--- src/rtl/rom_loader.sv ---
// rtl/rom_loader.sv - byte-stream loader writing 32-bit words into the instruction ROM and releasing core reset
// Optional feature macro: ROM_LOADER_CHKSUM_EN (final word is a checksum, not written).
module rom_loader #(
    parameter int ADDR_WIDTH = 12
) (
    input  logic                  clk,
    input  logic                  rst,
    input  logic                  load_start,
    input  logic                  in_valid,
    output logic                  in_ready,
    input  logic [7:0]            in_data,
    input  logic                  in_last,
    output logic                  rom_we,
    output logic [ADDR_WIDTH-1:0] rom_addr,
    output logic [31:0]           rom_wdata,
    output logic                  core_rstn,
    output logic                  load_done,
    output logic                  load_err,
    output logic [ADDR_WIDTH:0]   word_cnt
);

    typedef enum logic [2:0] {
        S_IDLE,
        S_RECV,
        S_WRITE,
        S_DONE,
        S_ERR
    } state_t;

`ifdef ROM_LOADER_CHKSUM_EN
    localparam bit CHK_EN = 1'b1;
`else
    localparam bit CHK_EN = 1'b0;
`endif

    state_t     state;
    state_t     state_nxt;
    logic [1:0] byte_idx;
    logic       last_word;
    logic       accept;
    logic       full;
    logic       start;
    logic       write_word;
    logic       word_ok;

    assign accept     = in_valid && in_ready;
    assign full       = word_cnt[ADDR_WIDTH];
    assign start      = load_start && (state == S_IDLE || state == S_DONE || state == S_ERR);
    // The checksum word still passes through the WRITE slot but never reaches the ROM.
    assign write_word = (state == S_WRITE) && !(CHK_EN && last_word);

`ifdef ROM_LOADER_CHKSUM_EN
    logic [31:0] chk_sum;

    assign word_ok = (chk_sum + rom_wdata) == 32'd0;

    always_ff @(posedge clk) begin
        if (rst || start) begin
            chk_sum <= 32'd0;
        end else if (write_word) begin
            chk_sum <= chk_sum + rom_wdata;
        end
    end
`else
    assign word_ok = 1'b1;
`endif

    always_comb begin
        state_nxt = state;
        case (state)
            S_IDLE, S_DONE, S_ERR: begin
                if (load_start) begin
                    state_nxt = S_RECV;
                end
            end
            S_RECV: begin
                if (accept) begin
                    if (full) begin
                        state_nxt = S_ERR;
                    end else if (byte_idx == 2'd3) begin
                        state_nxt = S_WRITE;
                    end else if (in_last) begin
                        state_nxt = S_ERR;
                    end
                end
            end
            S_WRITE: begin
                if (!last_word) begin
                    state_nxt = S_RECV;
                end else if (word_ok) begin
                    state_nxt = S_DONE;
                end else begin
                    state_nxt = S_ERR;
                end
            end
            default: state_nxt = S_IDLE;
        endcase
    end

    always_ff @(posedge clk) begin
        if (rst) begin
            state     <= S_IDLE;
            byte_idx  <= 2'd0;
            last_word <= 1'b0;
            in_ready  <= 1'b0;
            rom_we    <= 1'b0;
            rom_addr  <= '0;
            rom_wdata <= 32'd0;
            core_rstn <= 1'b0;
            load_done <= 1'b0;
            load_err  <= 1'b0;
            word_cnt  <= '0;
        end else begin
            state     <= state_nxt;
            // Outputs are decoded from the next state so they line up with the state register.
            in_ready  <= (state_nxt == S_RECV);
            rom_we    <= (state_nxt == S_WRITE) && !(CHK_EN && in_last);
            core_rstn <= (state_nxt == S_DONE);
            load_done <= (state_nxt == S_DONE);
            load_err  <= (state_nxt == S_ERR);

            if (start) begin
                byte_idx <= 2'd0;
                rom_addr <= '0;
                word_cnt <= '0;
            end else if (write_word) begin
                rom_addr <= rom_addr + ADDR_WIDTH'(1);
                word_cnt <= word_cnt + {{ADDR_WIDTH{1'b0}}, 1'b1};
            end

            if (accept && !full) begin
                rom_wdata[{byte_idx, 3'b000} +: 8] <= in_data;
                byte_idx <= byte_idx + 2'd1;
                if (byte_idx == 2'd3) begin
                    last_word <= in_last;
                end
            end
        end
    end

endmodule

--- config.mk ---
export PLATFORM = sky130hd
export DESIGN_NAME = rom_loader
export DESIGN_NICKNAME = d
export VERILOG_FILES = /design/src/rtl/rom_loader.sv
export SDC_FILE = /design/constraint.sdc
export NUM_CORES = 1
export LEC_CHECK = 0
export ABC_AREA = 0
export CAP_MARGIN = 25
export CORE_MARGIN = 5
export CORE_UTILIZATION = 52
export CTS_CLUSTER_SIZE = 25
export DETAILED_ROUTE_END_ITERATION = 6
export PLACE_DENSITY = 0.93
export SLEW_MARGIN = 40
export SYNTH_ARGS = -nofsm -noshare
export SYNTH_HDL_FRONTEND = slang
export SYNTH_SLANG_ARGS = --single-unit
export TNS_END_PERCENT = 50
--- constraint.sdc ---
create_clock -name clk -period 2.6 [get_ports clk]
set_input_delay 0.26 -clock clk [delete_from_list [all_inputs] [get_ports clk]]
set_output_delay 0.26 -clock clk [all_outputs]
set_load 0.05 [all_outputs]
==> flow_summary.yaml <==
timing:
  slew_violations: 0
  worst_pin_slew_ns: 0.664
  fmax_mhz: 512
  setup_violations: 0
  fin_ws_ns: 0.648
  finalCritPeriodShare: 0.751
  relSlewSlack: 0.554
  period_needed_ns: 1.95
  hold_viol: 0
  fin_setup_tns_ns: 0
  rsz0062_at_grt: "false"
  finalClockSkew_ns: 0.00796
detailed_routing:
  drc: 0
  dr.pass1.iters: 5
  vias_per_cell: 5.49
  drt_first_iter_violations: 201
  wl_um: 7070
  ant_nets: 0
  routedWlPerCell_um: 15.0
  vias: 2591
worst_hold_path:
  holdPathStages: 2
  hp-class: "register to register"
floorplanning:
  initial_core_util: 0.545
  dieArea_sq_mm: 0.00699
  rows: 26
  pin_count: 75
  die_h_um: 83.6
  core_sq_mm: 0.00517
  fp.dieW_um: 83.6
synth:
  synth_ff_type: "dfxtp_1"
  syn-num-nets: 347
  yosysUniqueCellTypes: 42
  synthTopCellsByCount: "dfxtp_1 (67), nand2_1 (40), nor2_1 (39), nand3_1 (32), a21oi_1 (31)"
  yosysWarningCount: 0
  ys_top_cells_by_area: "dfxtp_1 (48%), nand3_1 (5.7%), a21oi_1 (5.5%)"
  yosysTopAreaCell: "dfxtp_1"
  ys_ff_latch: 67
  ys_seq_area_frac: 0.476
  synth_top_area_share: 0.476
  syn_area_sq_mm: 0.00282
  netlist_instances: 327
  synth_edf_count: 0
  ys_async_sr_fraction: 0
  synth_most_common_cell: "dfxtp_1"
  syn_area_per_cell_sq_um: 8.62
setup_path:
  worst_ep_required_time_ns: 2.87
  crit_type: "register to register"
  arrival_ns: 2.22
  endpoint_kind: "register"
  slowest_stage: "nor4_2"
  crit_fanout: 8
  reg2reg_depth: 5
  cp_cell_sequence: "inv_1, ha_1, nor4_2, a22oi_1, nor2_1"
  cp_slowest_stage_delay_ns: 0.60
  reg2reg_slack_ns: 0.65
  startpoint_type: "register"
place:
  dp.cells: 457
  place.gp.congestion: 0.842
  hpwl_um: 4810
  port_buffers: 74
  pre_cts_ws_ns: 0.573
clock_network:
  cts-root-buf: "clkbuf_8"
  cts_buffer_depth: 2
  cts_hold_buffers: 0
  h-tree-depth: 3
  worstSkewPairLatency_ns: 0.34
  tritoncts.num_buffers: 9
  clkTransAtPathRegs_ns: 0.07
  cts_sinks: 67
  cts_setup_buffers: 0
  tritoncts: "yes"
  post_cts_resized: 0
cells_and_area:
  instances_no_fill: 472
  final_layout_size_suffix_gt1_frac: 0.0622
  nNetsFinal: 418
  diodes: 0
  area_growth_pct: 33.5
  final_util: 0.728
global_route:
  track_usage: 0.208
  grt_max_degree: 41
  grt_pass1_vias: 2544
  grt_overflow: 0
  grt_first_pass_wirelength_um: 11900
  antenna_found_initial: 0
power_and_ir_drop:
  p_per_area_mw_per_mm2: 510
  total_power_mw: 1.92
  vdd_drop_max_uv: 313
  leakagePower_nw: 1.25
job:
  drv_cap: 0
status:
  outcome: "finished, final reports clean"
==> worst max-delay path: cells and delay by family (launching register included) <==
| family | cells | cell delay (ns) |
|---|---|---|
| AOI/OAI and AO/OA | 1 | 0.15 |
| DFF | 1 | 0.43 |
| and+or+nand+nor | 2 | 0.73 |
| adders and majority gates | 1 | 0.42 |
| buffers and inverters | 1 | 0.16 |
==> area by class of cell <==
| type | count | area, sq um |
|---|---|---|
| tap | 70 | 87.6 |
| timing repair buffer | 78 | 771 |
| clock buffer | 12 | 145 |
| clock inverter | 3 | 15.0 |
| fill | 375 | 1410 |
| inverter | 4 | 15.0 |
| sequential | 67 | 1340 |
| multi-input combinational | 238 | 1390 |
==> sequential cells by signal (all words and copies together) (netlist names) <==
register / count
rom_wdata: 32
rom_addr: 12
state: 3
rom_we: 1
byte_idx: 2
in_ready: 1
last_word: 1
load_err: 1
load_done: 1
word_cnt: 13
==> metal layers <==
metal	wire length, um	vias to the layer above	global-route usage
met4	129	0	0.101
met1	2920	1170	0.255
met2	3360	129	0.324
met5	0	-	0
met3	670	14	0.0731
li1	-	1278	-
==> stage by stage <==
step	instance area, sq um	hold slack (ns)
6_report	3760	0.452
5_1_grt	3760	0.471
4_1_cts	3760	0.454
3_5_place_dp	3600	0.445
3_3_place_gp	3600	0.438
2_1_floorplan	2820	0.404
==> report_power, final <==
| group | switching, mW | internal (mW) | leakage (nW) |
|---|---|---|---|
| clock network | 0.362 | 0.362 | 0.0860 |
| registers | 0.0120 | 1.04 | 0.541 |
| logic | 0.0940 | 0.0540 | 0.626 |
==> cell usage in the layout (no fill, tap or decap), drive strengths merged, types with 6 or more instances in the layout <==
cell type	Yosys	final
nand3	32	32
clkbuf	11	12
ha	7	7
clkdlybuf4s50	0	74
nand2	40	40
dfxtp	67	67
a21oi	32	32
and2	6	6
nor3	7	7
nor2	39	39
xnor2	11	11
a22oi	9	9
xor2	8	8
nand4	7	7
==> final timing paths <==
kind / start / endpoint
setup / recovery: byte_idx[0] / rom_wdata[31]
hold / removal: rom_wdata[13] / rom_wdata[13]
setup reg to reg: byte_idx[0] / rom_wdata[31]
hold reg to reg: rom_wdata[13] / rom_wdata[13]
==> logic make-up after synthesis <==
group                    after synthesis  synth area share
XOR/XNOR                              19            0.0590
flip-flops                            67             0.476
AO/OA/AOI/OAI                         53             0.111
buffers and inverters                 22            0.0333
multiplexers                           1           0.00355
AND/OR/NAND/NOR                      158             0.286
adder cells (fa/ha/maj)                7            0.0311
Power figures use the tool's default switching activity.
